File: config.mk
export PLATFORM = sky130hd
export DESIGN_NAME = oflow_conflict_resolve
export DESIGN_NICKNAME = d
export VERILOG_FILES = /design/src/rtl/oflow_conflict_resolve.sv
export SDC_FILE = /design/constraint.sdc
export NUM_CORES = 1
export LEC_CHECK = 0
export ABC_AREA = 1
export BUFFER_PORTS_ARGS = -buffer_cell sky130_fd_sc_hd__buf_4
export CAP_MARGIN = 20
export CORE_ASPECT_RATIO = 1.25
export CORE_MARGIN = 10
export CORE_UTILIZATION = 53
export DETAILED_ROUTE_END_ITERATION = 10
export GPL_TIMING_DRIVEN = 0
export HOLD_SLACK_MARGIN = 0.06
export MAX_ROUTING_LAYER = met4
export PLACE_DENSITY = 0.74
export SLEW_MARGIN = 40
export SYNTH_ARGS = -nofsm -noshare
export SYNTH_HDL_FRONTEND = slang
export SYNTH_SLANG_ARGS = --single-unit
File: constraint.sdc
create_clock -name clk -period 4.8 [get_ports clk]
set_input_delay 0.48 -clock clk [delete_from_list [all_inputs] [get_ports clk]]
set_output_delay 0.48 -clock clk [all_outputs]
set_load 0.005 [all_outputs]
File: src/rtl/oflow_conflict_resolve.sv
// Duplicate-ID resolver: scans score-board row pairs and flips the losing row's pointer.
// Optional OFLOW_CR_STATS_EN adds saturating conflict_cnt / pass_cnt outputs.
module oflow_conflict_resolve #(
    parameter int unsigned MAX_ROWS   = 32,
    parameter int unsigned ROW_LEN    = 5,
    parameter int unsigned ID_LEN     = 12,
    parameter int unsigned SCORE_LEN  = 16,
    parameter int unsigned MAX_PASSES = 4
) (
    input  logic                 clk,
    input  logic                 reset,
    input  logic                 ready_new_frame,
    input  logic                 start_cr,
    input  logic [ROW_LEN:0]     num_rows,
    output logic                 done_cr,
    output logic                 unresolved,
    output logic [ROW_LEN-1:0]   row_sel_from_cr,
    input  logic [SCORE_LEN-1:0] score_to_cr,
    input  logic [ID_LEN-1:0]    id_to_cr,
    output logic                 write_to_pointer,
    output logic [ROW_LEN-1:0]   row_to_change,
`ifdef OFLOW_CR_STATS_EN
    output logic [ROW_LEN:0]     conflict_cnt,
    output logic [2:0]           pass_cnt,
`endif
    output logic                 data_from_cr
);
    localparam int unsigned PassW = $clog2(MAX_PASSES + 1);

    typedef enum logic [2:0] {StIdle, StLoadI, StScanJ, StWrite, StEndPass, StDone} state_e;

    state_e                 state_q, state_d;
    logic [ROW_LEN-1:0]     i_q, i_d, j_q, j_d, row_q, row_d;
    logic [ROW_LEN:0]       n_q, n_d;
    logic [PassW-1:0]       pass_q, pass_d;
    logic [MAX_ROWS-1:0]    flipped_q, flipped_d;
    logic                   pconf_q, pconf_d, loser_i_q, loser_i_d;
    logic [ID_LEN-1:0]      id_i_q, id_i_d;
    logic [SCORE_LEN-1:0]   score_i_q, score_i_d;
    logic                   done_q, done_d, wr_q, wr_d, unres_q, unres_d;

    logic                   conflict, lose_i, advance, last_j, more_i;
    logic [ROW_LEN-1:0]     loser;
    logic [PassW-1:0]       pass_nx;

    assign conflict = (id_to_cr == id_i_q) && (id_i_q != '0);
    // Tie on score makes j (the higher index) the loser.
    assign lose_i   = score_i_q > score_to_cr;
    assign loser    = lose_i ? i_q : j_q;
    assign last_j   = ({1'b0, j_q} + (ROW_LEN+1)'(1)) == n_q;
    assign more_i   = ({1'b0, i_q} + (ROW_LEN+1)'(2)) < n_q;
    assign pass_nx  = pass_q + PassW'(1);

    always_comb begin
        row_sel_from_cr = '0;
        case (state_q)
            StLoadI: row_sel_from_cr = i_q;
            StScanJ: row_sel_from_cr = j_q;
            default: row_sel_from_cr = '0;
        endcase
    end

    always_comb begin
        state_d   = state_q;
        i_d       = i_q;
        j_d       = j_q;
        n_d       = n_q;
        pass_d    = pass_q;
        flipped_d = flipped_q;
        pconf_d   = pconf_q;
        loser_i_d = loser_i_q;
        id_i_d    = id_i_q;
        score_i_d = score_i_q;
        done_d    = 1'b0;
        wr_d      = 1'b0;
        row_d     = row_q;
        unres_d   = unres_q;
        advance   = 1'b0;
        case (state_q)
            StIdle: begin
                if (start_cr) begin
                    n_d       = num_rows;
                    flipped_d = '0;
                    unres_d   = 1'b0;
                    pass_d    = '0;
                    pconf_d   = 1'b0;
                    i_d       = '0;
                    state_d   = (num_rows < (ROW_LEN+1)'(2)) ? StDone : StLoadI;
                end
            end
            StLoadI: begin
                id_i_d    = id_to_cr;
                score_i_d = score_to_cr;
                j_d       = i_q + ROW_LEN'(1);
                state_d   = StScanJ;
            end
            StScanJ: begin
                if (conflict && !flipped_q[loser]) begin
                    wr_d             = 1'b1;
                    row_d            = loser;
                    flipped_d[loser] = 1'b1;
                    pconf_d          = 1'b1;
                    loser_i_d        = lose_i;
                    state_d          = StWrite;
                end else begin
                    if (conflict) unres_d = 1'b1;
                    advance = 1'b1;
                end
            end
            StWrite: begin
                // A flipped row i makes id_i stale, so it must be reloaded.
                if (loser_i_q) state_d = StLoadI;
                else           advance = 1'b1;
            end
            StEndPass: begin
                pass_d = pass_nx;
                if (pconf_q && (pass_nx < PassW'(MAX_PASSES))) begin
                    pconf_d = 1'b0;
                    i_d     = '0;
                    state_d = StLoadI;
                end else begin
                    state_d = StDone;
                end
            end
            StDone: begin
                done_d  = 1'b1;
                state_d = StIdle;
            end
            default: state_d = StIdle;
        endcase
        if (advance) begin
            if (!last_j) begin
                j_d = j_q + ROW_LEN'(1);
            end else if (more_i) begin
                i_d     = i_q + ROW_LEN'(1);
                state_d = StLoadI;
            end else begin
                state_d = StEndPass;
            end
        end
    end

    always_ff @(posedge clk) begin
        if (reset || ready_new_frame) begin
            state_q   <= StIdle;
            i_q       <= '0;
            j_q       <= '0;
            n_q       <= '0;
            pass_q    <= '0;
            flipped_q <= '0;
            pconf_q   <= 1'b0;
            loser_i_q <= 1'b0;
            id_i_q    <= '0;
            score_i_q <= '0;
            done_q    <= 1'b0;
            wr_q      <= 1'b0;
            row_q     <= '0;
            unres_q   <= 1'b0;
        end else begin
            state_q   <= state_d;
            i_q       <= i_d;
            j_q       <= j_d;
            n_q       <= n_d;
            pass_q    <= pass_d;
            flipped_q <= flipped_d;
            pconf_q   <= pconf_d;
            loser_i_q <= loser_i_d;
            id_i_q    <= id_i_d;
            score_i_q <= score_i_d;
            done_q    <= done_d;
            wr_q      <= wr_d;
            row_q     <= row_d;
            unres_q   <= unres_d;
        end
    end

    assign done_cr          = done_q;
    assign write_to_pointer = wr_q;
    assign row_to_change    = row_q;
    assign unresolved       = unres_q;
    assign data_from_cr     = 1'b1;

`ifdef OFLOW_CR_STATS_EN
    logic [ROW_LEN:0] ccnt_q, ccnt_d;
    logic [2:0]       pcnt_q, pcnt_d;

    always_comb begin
        ccnt_d = ccnt_q;
        pcnt_d = pcnt_q;
        if (state_q == StIdle && start_cr) begin
            ccnt_d = '0;
            pcnt_d = '0;
        end else begin
            if (wr_d && ccnt_q != '1)                  ccnt_d = ccnt_q + (ROW_LEN+1)'(1);
            if (state_q == StEndPass && pcnt_q != '1) pcnt_d = pcnt_q + 3'd1;
        end
    end

    always_ff @(posedge clk) begin
        if (reset || ready_new_frame) begin
            ccnt_q <= '0;
            pcnt_q <= '0;
        end else begin
            ccnt_q <= ccnt_d;
            pcnt_q <= pcnt_d;
        end
    end

    assign conflict_cnt = ccnt_q;
    assign pass_cnt     = pcnt_q;
`endif
endmodule
==> run metrics, run 1 <==
post-layout util=between 60% and 70%; Root Buffer=clkbuf_16; hold path endpoint=score_i_q[2]; minimum period implied by the final worst setup slack=3.325 ns; die width=approximately 110 um; Synth Area in Simple Gates=between 20 and 30%; CP Capture Type=register; Routed WL per cell=roughly 15 um; FP Rows=41; Buffers on Ports=50; post-synthesis mux area share=0%; dpl hpwl=about 12 mm; Ant. Diodes=0; worst-case reg-to-reg path depth=18; post-synth top area share=roughly a third; Post-Synth Adder-Cell Area=5.692%; main combinational cell family by area after synthesis=simple AND/OR/NAND/NOR gates; Max Cap Viol=0; Longest Clk Path Bufs=2; Die Y=133.8 um; worst path buffer plus inverter count=1; setup violators final=0; # nets final=938; complex-gate fraction of the synthesized area=18.03%; sequential area share after synthesis=around a third; Worst-path clk slew=~0.070 ns; IO Pins=52; busiest layer in global routing=met2; Worst EP required=5.07 ns; clock skew=around 0.012 ns; Post-synth EDFFs=0; vias in the first global route=~5.5k; CTS tree=done; flops & latches, synth=92; Area Overhead vs Synth=14.73%; met2 Resource Use GR=about 36%; post-CTS setup buffers=0; vias=5457; Via density=roughly 5.4; Worst Hold Class=in -> reg; Core ar.=a little over 10000 um2; leak pwr=0.002671 uW; WP data arrival=~3.6 ns; Async S/R FF share, synth=0%; crit path max-delay cell type=nand3_1; post-cts sizing count=0; Routed Wire Length=roughly 15 mm; Pre-antenna DRT Iters=5; Warnings, synthesis=0; synthesized instance count=slightly above 800; Residual DRC=0; prevailing post-synth register cell=dfxtp_1; Post-Synth XOR/XNOR Area=about 2.7%; Sink Count=92; crit path max fanout=10; syn nets=between 800 and 900; antenna viol nets, final=0; synthesized area per cell=between 6 and 7 um2; initial core utilization=a little over half; largest net degree at the start of global routing=14; CP peak stage delay=0.37 ns; synth top area cells=dfxtp_1 (34%), nand2_1 (12%), inv_1 (7.3%); hold path depth=3; CTS Hold Bufs=0; Worst VDD drop=219.4 uV; Netlist cell types=approximately 40; RePlAce Congestion=0.9354; worst rel slew slack=between 40% and 50%; drt first-iter violations=424; GR Overflow Total=0; outcome=finished clean; Hold Path Origin=score_to_cr[2]; PD cells=approximately 260 nW/um2; RSZ-0062 raised after global routing=false; Tcrit/Tclk final=between 60% and 70%; initial antenna violation count=0; critical path cell sequence=ha_1 -> nand2_1 -> nor3_2 -> nand2_1 -> nand2_2 -> nand3_1 -> nand2_2 -> nand2_1 -> nand2_1 -> nand2_1 -> a21oi_1 -> nor2_2 -> nand3_1 -> nand2_2 -> nand2_2 -> buf_6 -> nand2_1 -> a21oi_1; CTS buffer count=9; Crit path max-delay family=simple AND/OR/NAND/NOR gates; worst setup margin=between 1 and 1.5 ns; worst r2r src=score_i_q[15]; Mapped Area=roughly 5500 um2; met3 usage in global routing=under 10%; Crit Path Category=reg -> reg; DP Worst Slack=between 1 and 1.5 ns; r2r endpoint=j_q[3]; Global Route Usage Sum=a little over a fifth; fin. max-slew vios=0; H-tree levels=3; Critical Path Most Common Cell=nand2_1; Skew-Pair Late Insertion Delay=approximately 0.34 ns; Max Freq=between 0.3 and 0.4 GHz; area leader, netlist=dfxtp_1; Worst Tran Pin Value=0.7968 ns; Fin. Hold Viols=0; Reg2Reg Setup Slack=about 1.5 ns; Fill cells=approximately 980; setup TNS=0 ns; met1 Use GR=a little under a quarter; first-pass GRT wire length=25.57 mm; die area=roughly 15000 um2; CP Launch Type=register; share of post-route cells with drive strength above 1=between 15 and 20%
final cells by class:
cell class	count	area (um2)	share of cell area, %
Clock buffer	13	260.3	4.128
Sequential cell	92	1842	29.21
Clock inverter	2	10.01	0.1588
Timing Repair Buffer	50	375.4	5.954
Inverter	113	424.2	6.728
Multi-Input combinational cell	581	3072	48.72
Tap cell	129	161.4	2.560
Buffer	28	160.2	2.540
through the flow:
stage	instances	cell area, um2	power (uW)	hold WS, ns
floorplan	814	5495	906.4	0.4306
global placement	993	6032	968.1	0.4350
detailed placement	993	6035	971.2	0.4421
CTS	1008	6305	1625	0.3906
global route	1008	6305	1678	0.4088
finish	1008	6305	1620	0.3940
synth_stat cells, types with 6 or more instances:
cell type  count
inv_1        107
nor2_1        75
dfxtp_1       92
a21oi_1       79
o21ai_0       55
ha_1          25
clkbuf_1      17
nand3_1       39
a21oi_2       20
nor4_1         7
nor3_1        11
xor2_1        13
buf_6          6
nand2_1      181
nand4_1       11
nand2_2       27
report_power, final:
part           switching (uW)  internal [uW]
clock                     288            375
combinational             114           63.1
sequential               6.71            773
flip-flops by register name, indices dropped and copies added (netlist names), 3 cells and up:
name,cells
flipped_q,32
score_i_q,16
id_i_q,12
n_q,6
i_q,5
j_q,5
row_to_change,5
pass_q,3
state_q,3
routing by layer:
metal | wire, um | up-vias
met5 | 0 | -
met3 | 652 | 43
li1 | - | 2745
met2 | 7655 | 185
met1 | 6516 | 2484
met4 | 457 | 0
worst reg2reg max path, stage by stage (launching register included):
cell,delay (ns)
dfxtp_1,0.31
ha_1,0.29
nand2_1,0.09
nor3_2,0.30
nand2_1,0.11
nand2_2,0.12
nand3_1,0.37
nand2_2,0.34
nand2_1,0.07
nand2_1,0.07
nand2_1,0.04
a21oi_1,0.26
nor2_2,0.11
nand3_1,0.11
nand2_2,0.11
nand2_2,0.17
buf_6,0.16
nand2_1,0.07
a21oi_1,0.14
cell usage in the layout (no fill, tap or decap), drive strengths merged:
master,Yosys,final
clkbuf,17,30
or2,5,5
buf,11,61
nand3,40,40
o211ai,1,1
xor2,13,13
a21oi,99,99
a211oi,2,2
clkinv,2,4
o31ai,2,2
a21boi,1,1
nor2,77,77
o22ai,5,5
nand4,12,12
ha,25,25
nand2,210,210
o21ai,60,60
dfxtp,92,92
nor4,7,7
o21a,1,1
nor3,12,12
a21o,2,2
conb,1,1
nand3b,1,1
inv,111,111
xnor2,4,4
a31oi,1,1
cells by family (layout without fill, tap and decap cells):
logic type      count (synthesis)  in the layout
xor+xnor                       17             17
compound gates                174            174
fa+ha+maj                      25             25
flops                          92             92
buf+inv                       141            206
other cells                     1              1
simple gates                  364            364
worst max-delay path by stage:
| stage | to | slack [ns] | cells after the start | startpoint |
|---|---|---|---|---|
| after detailed placement | i_q[1] | 1.25 | 20 | score_to_cr[15] |
| after global placement | state_q[2] | 1.31 | 20 | score_to_cr[15] |
| after global routing | i_q[1] | 1.26 | 20 | score_i_q[15] |
| final | j_q[3] | 1.48 | 18 | score_i_q[15] |
| after CTS | j_q[3] | 1.53 | 18 | score_i_q[15] |
| after floorplan | flipped_q[10] | 2.08 | 21 | score_to_cr[11] |
(Power assumes the default switching activity.)
==> run 2: changes to the inputs <==
--- a/config.mk
+++ b/config.mk
@@ -15,7 +15,7 @@
 export GPL_TIMING_DRIVEN = 0
 export HOLD_SLACK_MARGIN = 0.06
 export MAX_ROUTING_LAYER = met4
-export PLACE_DENSITY = 0.74
+export PLACE_DENSITY = 0.76
 export SLEW_MARGIN = 40
 export SYNTH_ARGS = -nofsm -noshare
 export SYNTH_HDL_FRONTEND = slang
==> constraint.sdc (replaced) <==
create_clock -name clk -period 2.7 [get_ports clk]
set_input_delay 0.27 -clock clk [delete_from_list [all_inputs] [get_ports clk]]
set_output_delay 0.27 -clock clk [all_outputs]
set_load 0.005 [all_outputs]
==> run 2 against run 1 <==
  * The run now ends with setup timing left
  * Register-to-register slack got worse by 1.8 ns
  * Cell count up 2.8%
  * Final area rose by 13%
  * Sequential power up 78%
  * Power increased by 100%
  * Non-clock buffer count rose by 26
  * Critical endpoint is now flipped_q[19]
  * First-iteration DRC count up 49%
  * Combinational power is 110% higher
  * Critical path depth up 1
==> run metrics, run 2 (same netlist as run 1, synthesis figures left out) <==
outcome=finished with violations; failing checks=setup timing; Tcrit/Tclk final=112.4% (+43 points); CTS buffer count=9 (unchanged); Residual DRC=0 (unchanged); antenna viol nets, final=0 (unchanged); FF/Latch Area=1844 um2 (+0.14%); H-tree levels=3 (unchanged); commonest non-fill, non-tap cell in the layout=nand2_1; die width=111.1 um (unchanged); initial core utilization=54.38% (unchanged); Hold Worst Slack=0.1820 ns (-0.2119 ns); largest net degree at the start of global routing=15 (+1); RSZ-0062 raised after global routing=true; Power Total=3270 uW (+100%); Routed WL per cell=17.11 um (+13%); Worst Tran Pin Value=0.8969 ns (+0.1001 ns); Area Overhead vs Synth=30.10%; multi-input logic area=3511 um2 (+14%); Die Y=133.8 um (unchanged); PD cells=457.3 nW/um2 (+78%); initial antenna violation count=0 (unchanged); DP Cell Count=993 (unchanged); crit path max fanout=8 (-2); Largest Register=flipped_q; Ant. Diodes=0 (unchanged); Via density=5.793 (+7.0%); Longest Clk Path Bufs=2 (unchanged); first-pass GRT wire length=26.72 mm (+4.5%); Skew-Pair Late Insertion Delay=0.35 ns (about the same); worst setup margin=-0.3345 ns (-1.810 ns); # nets final=965 (+2.9%); share of post-route cells with drive strength above 1=27.12% (+11 points); Worst EP required=2.97 ns (-2.10 ns); biggest regs=flipped_q (32), score_i_q (16), id_i_q (12); Core ar.=10110 um2 (unchanged); Fill cells=790 (-20%); max FFs per register=32 (unchanged); dpl hpwl=11.67 mm (-1.1%); setup violators final=54 (+54); commonest cells after routing, fill and taps aside=nand2_1 (144), inv_1 (105), dfxtp_1 (90), nor2_1 (67); die area=14870 um2 (unchanged); Fin. Hold Viols=0 (unchanged); Root Buffer=clkbuf_16; vias in the first global route=5624 (+1.7%); Max Freq=0.3295 GHz (+9.6%); CTS Hold Bufs=0 (unchanged); drt first-iter violations=631 (+49%); Pre-antenna DRT Iters=6 (+1); fin. max-slew vios=0 (unchanged); leak pwr=0.002937 uW (+10%); Buffers on Ports=50 (unchanged); Worst Hold Class=in -> reg; FP Rows=41 (unchanged); CP Launch Type=register; CTS tree=done; vias=6002 (+10%); GR Overflow Total=0 (unchanged); worst rel slew slack=39.75% (-6.7 points); IO Pins=52 (unchanged); CP Capture Type=register; Global Route Usage Sum=21.89% (+1.1 points); RePlAce Congestion=0.9427 (+0.78%); Non-Filler Instances=1036 (+2.8%); Max Cap Viol=0 (unchanged); minimum period implied by the final worst setup slack=3.034 ns (-0.2902 ns); Routed Wire Length=17.73 mm (+16%); Worst-path clk slew=0.07 ns (about the same); Sink Count=92 (unchanged); Crit Path Category=reg -> reg; WP data arrival=3.31 ns (-0.28 ns); Worst VDD drop=319.2 uV (+45%); clock skew=0.01147 ns (-0.0009098 ns)
run 2: cell types whose count changed in the layout (fill, tap and decap cells not counted), sizes merged:
cell and change:
inv -1, buf +25, nand2 +1, bufinv +3
run 2: power by group:
part           switching [uW]  internal [uW]
Combinational             236            142
Sequential               13.1           1370
Clock                     550            955
Total                     800           2470
run 2: layout make-up:
cell class / instances / share of cell area [%]
Multi-Input combinational cell: 582 / 49.11
Timing Repair Buffer: 76 / 9.100
Clock buffer: 12 / 3.588
Inverter: 113 / 6.108
Buffer: 28 / 2.713
Tap cell: 129 / 2.258
Clock inverter: 4 / 1.330
Sequential cell: 92 / 25.80
run 2: metal layers:
layer | GRT usage [%] | up-vias | part of all wire, %
met3 | 2.588 | 73 | 6.7
li1 | - | 2805 | -
met5 | - | - | 0
met2 | 38.06 | 317 | 50
met1 | 24.32 | 2807 | 39
met4 | 11.02 | 0 | 4.3
run 2: worst paths after layout:
check                                 startpoint               end  slack, ns  cells past startpoint
worst min register to register  row_to_change[0]  row_to_change[0]       0.45                      2
worst min-delay path              score_to_cr[2]      score_i_q[2]       0.18                      3
worst max-delay path               score_i_q[10]     flipped_q[19]      -0.33                     19
worst max register to register     score_i_q[10]     flipped_q[19]      -0.33                     19
run 2: worst max-delay path: stages (launching register included):
cell	delay, ns
dfxtp_2	0.32
ha_1	0.28
nand4_1	0.15
nor3_4	0.22
nand2_2	0.13
nand2_8	0.13
buf_6	0.12
nand3_4	0.15
nand3_1	0.16
nand2_1	0.10
nand2_1	0.10
nand2_1	0.08
nand2_2	0.08
nand2_2	0.08
nor2_4	0.15
nand4_4	0.14
nand2_4	0.20
buf_6	0.15
nand2_2	0.06
a21oi_2	0.15
run 2: per-stage QoR:
| stage | utilization (%) | setup TNS [ns] | worst slack [ns] | area [um2] |
|---|---|---|---|---|
| after floorplan | - | 0 | 0.1884 | 5495 |
| after global placement | 59.69 | -27.61 | -0.5907 | 6032 |
| after detailed placement | 59.71 | -27.92 | -0.6205 | 6035 |
| after CTS | 66.00 | -5.171 | -0.1582 | 6670 |
| after global routing | 70.74 | -21.37 | -0.4532 | 7149 |
| final | 70.74 | -14.77 | -0.3345 | 7149 |
run 2: what timing repair did:
action	CTS	global route
buffers inserted	8	13
endpoints found under the setup margin	54	54
pin swaps	7	17
hold endpoints to repair	0	0
resized for setup	44	98
cloned	4	2
==> run 3: changes to the inputs <==
--- a/config.mk
+++ b/config.mk
@@ -10,12 +10,12 @@
 export CAP_MARGIN = 20
 export CORE_ASPECT_RATIO = 1.25
 export CORE_MARGIN = 10
-export CORE_UTILIZATION = 53
+export CORE_UTILIZATION = 54
 export DETAILED_ROUTE_END_ITERATION = 10
 export GPL_TIMING_DRIVEN = 0
 export HOLD_SLACK_MARGIN = 0.06
 export MAX_ROUTING_LAYER = met4
-export PLACE_DENSITY = 0.76
+export PLACE_DENSITY = 0.78
 export SLEW_MARGIN = 40
 export SYNTH_ARGS = -nofsm -noshare
 export SYNTH_HDL_FRONTEND = slang
==> run 3 against run 2 <==
  * The run still ends with setup timing left
  * Power is 3.5% lower
  * Largest power group is now sequential cells
  * Sequential power hardly changed
  * Sequential cell count stayed put
==> run metrics, run 3 (same netlist as run 1, synthesis figures left out) <==
outcome=finished with violations; failing checks=setup timing; worst r2r src=score_i_q[13]; die area=14640 um2 (-1.5%); worst rel slew slack=46.80% (+7.1 points); Root Buffer=clkbuf_16; FP Rows=41 (unchanged); vias in the first global route=5621 (-0.053%); Fill cells=768 (-2.8%); Core ar.=10000 um2 (-1.0%); CP Launch Type=register; drt first-iter violations=438 (-31%); Worst Tran Pin Value=0.7950 ns (-0.1018 ns); Buffers on Ports=50 (unchanged); multi-input logic area=3568 um2 (+1.6%); # nets final=964 (-0.10%); initial core utilization=54.93% (+0.56 points); fin. max-slew vios=0 (unchanged); Worst-path clk slew=0.06 ns (about the same); dpl hpwl=10.70 mm (-8.3%); CP Capture Type=register; worst setup margin=-0.3766 ns (-0.04213 ns); die width=110.2 um (-0.76%); Skew-Pair Late Insertion Delay=0.35 ns (about the same); r2r endpoint=flipped_q[14]; Non-Filler Instances=1035 (-0.097%); Tcrit/Tclk final=113.9% (+1.6 points); commonest non-fill, non-tap cell in the layout=nand2_1; CTS buffer count=9 (unchanged); Worst Hold Class=in -> reg; Longest Clk Path Bufs=2 (unchanged); commonest cells after routing, fill and taps aside=nand2_1 (148), inv_1 (105), dfxtp_1 (89), nor2_1 (67), buf_4 (65); Residual DRC=0 (unchanged); Worst VDD drop=357.5 uV (+12%); CTS tree=done; minimum period implied by the final worst setup slack=3.077 ns (+0.04213 ns); Via density=5.607 (-3.2%); PD cells=438.1 nW/um2 (-4.2%); clock skew=0.01307 ns (+0.001600 ns); Hold Path Origin=score_to_cr[6]; initial antenna violation count=0 (unchanged); Pre-antenna DRT Iters=5 (-1); Routed WL per cell=16.21 um (-5.3%); antenna viol nets, final=0 (unchanged); Fin. Hold Viols=0 (unchanged); DP Worst Slack=-0.5256 ns (+0.09485 ns); RePlAce Congestion=0.9685 (+2.7%); Global Route Usage Sum=22.66% (+0.77 points); H-tree levels=3 (unchanged); max FFs per register=32 (unchanged); largest net degree at the start of global routing=15 (unchanged); WP data arrival=3.34 ns (+0.03 ns); Area Overhead vs Synth=31.06%; Hold Worst Slack=0.1841 ns (+0.002106 ns); setup TNS=-15.89 ns (-1.125 ns); Die Y=132.8 um (-0.79%); crit path max fanout=8 (unchanged); CP peak stage delay=0.32 ns (about the same); first-pass GRT wire length=26.44 mm (-1.0%); vias=5803 (-3.3%); share of post-route cells with drive strength above 1=27.48% (+0.36 points); leak pwr=0.002979 uW (+1.4%); Max Freq=0.3250 GHz (-1.4%); Crit Path Category=reg -> reg; setup violators final=54 (unchanged); IO Pins=52 (unchanged); Sink Count=92 (unchanged); Worst EP required=2.97 ns (about the same); hold path depth=3 (unchanged); critical path cell sequence=ha_1 -> nand2_1 -> nor3_4 -> nand2_2 -> nand2_8 -> buf_6 -> nand3_4 -> nand3_1 -> nand2_1 -> nand2_1 -> nand2_1 -> nand2_1 -> nand2_2 -> nor2_4 -> nand4_4 -> nand2_8 -> clkbuf_16 -> nand2_1 -> a21oi_1; GR Overflow Total=0 (unchanged); RSZ-0062 raised after global routing=true; crit path max-delay cell type=dfxtp_1; Ant. Diodes=0 (unchanged); Max Cap Viol=0 (unchanged); worst-case reg-to-reg path depth=19 (unchanged); Largest Register=flipped_q; Routed Wire Length=16.78 mm (-5.4%); FF/Latch Area=1846 um2 (about the same); hold path endpoint=score_i_q[6]; Reg2Reg Setup Slack=-0.38 ns (-0.04 ns); CTS Hold Bufs=0 (unchanged); biggest regs=flipped_q (32), score_i_q (16), id_i_q (12); DP Cell Count=993 (unchanged); Critical Path Most Common Cell=nand2_1
run 3: cell count changes in the layout (fill, tap and decap cells not counted), sizes merged:
cell | previous run | this run
bufinv | 3 | 2
clkbuf | 30 | 31
inv | 110 | 111
buf | 86 | 83
clkinv | 4 | 5
run 3: worst max-delay path by stage:
stage / startpoint / endpoint / depth (start not counted)
after floorplan: score_to_cr[11] / flipped_q[10] / 21
after global placement: score_to_cr[15] / state_q[2] / 20
after detailed placement: score_to_cr[15] / state_q[2] / 20
after CTS: score_i_q[9] / state_q[2] / 19
after global routing: score_i_q[11] / flipped_q[14] / 19
final: score_i_q[13] / flipped_q[14] / 19
run 3: critical path: cells and delay by family, from the launching register on:
| family | cells | cell delay [ns] |
|---|---|---|
| and+or+nand+nor | 15 | 1.91 |
| AOI/OAI and AO/OA | 1 | 0.13 |
| buffers and inverters | 2 | 0.30 |
| DFF | 1 | 0.32 |
| adders and majority gates | 1 | 0.31 |
run 3: metrics by stage:
stage	instance area [um2]	total power, uW	utilization, %
floorplan	5495	1611	-
finish	7202	3155	72.00
global route	7202	3255	72.00
detailed placement	6032	1721	60.30
global placement	6032	1720	60.30
CTS	6817	3112	68.14
run 3: repair_timing:
item / in CTS / in global routing
setup buffers: 12 / 6
hold endpoints to repair: 0 / 0
pin swaps: 15 / 34
setup endpoints to repair: 53 / 54
resized for setup: 74 / 68
cloned: 5 / 3
run 3: area by class of cell:
cell class,count,area share [%]
Buffer,28,2.832
Clock buffer,11,3.370
Clock inverter,5,1.042
Inverter,113,6.028
Multi-Input combinational cell,582,49.55
Sequential cell,92,25.63
Tap cell,129,2.241
Timing Repair Buffer,75,9.312
run 3: layer usage:
| layer | up-vias | global-route usage [%] | wire length [um] |
|---|---|---|---|
| met5 | - | - | 0 |
| met4 | 0 | 9.657 | 433 |
| met3 | 44 | 2.818 | 1087 |
| met2 | 256 | 37.99 | 8470 |
| met1 | 2702 | 26.31 | 6784 |
| li1 | 2801 | - | - |
run 3: where the power goes:
| group | total [uW] | internal, uW | leakage, uW | switching [uW] |
|---|---|---|---|---|
| combinational | 398 | 160 | 0.00207 | 239 |
| sequential | 1390 | 1370 | 0.000744 | 13.0 |
| clock | 1370 | 833 | 0.000159 | 538 |
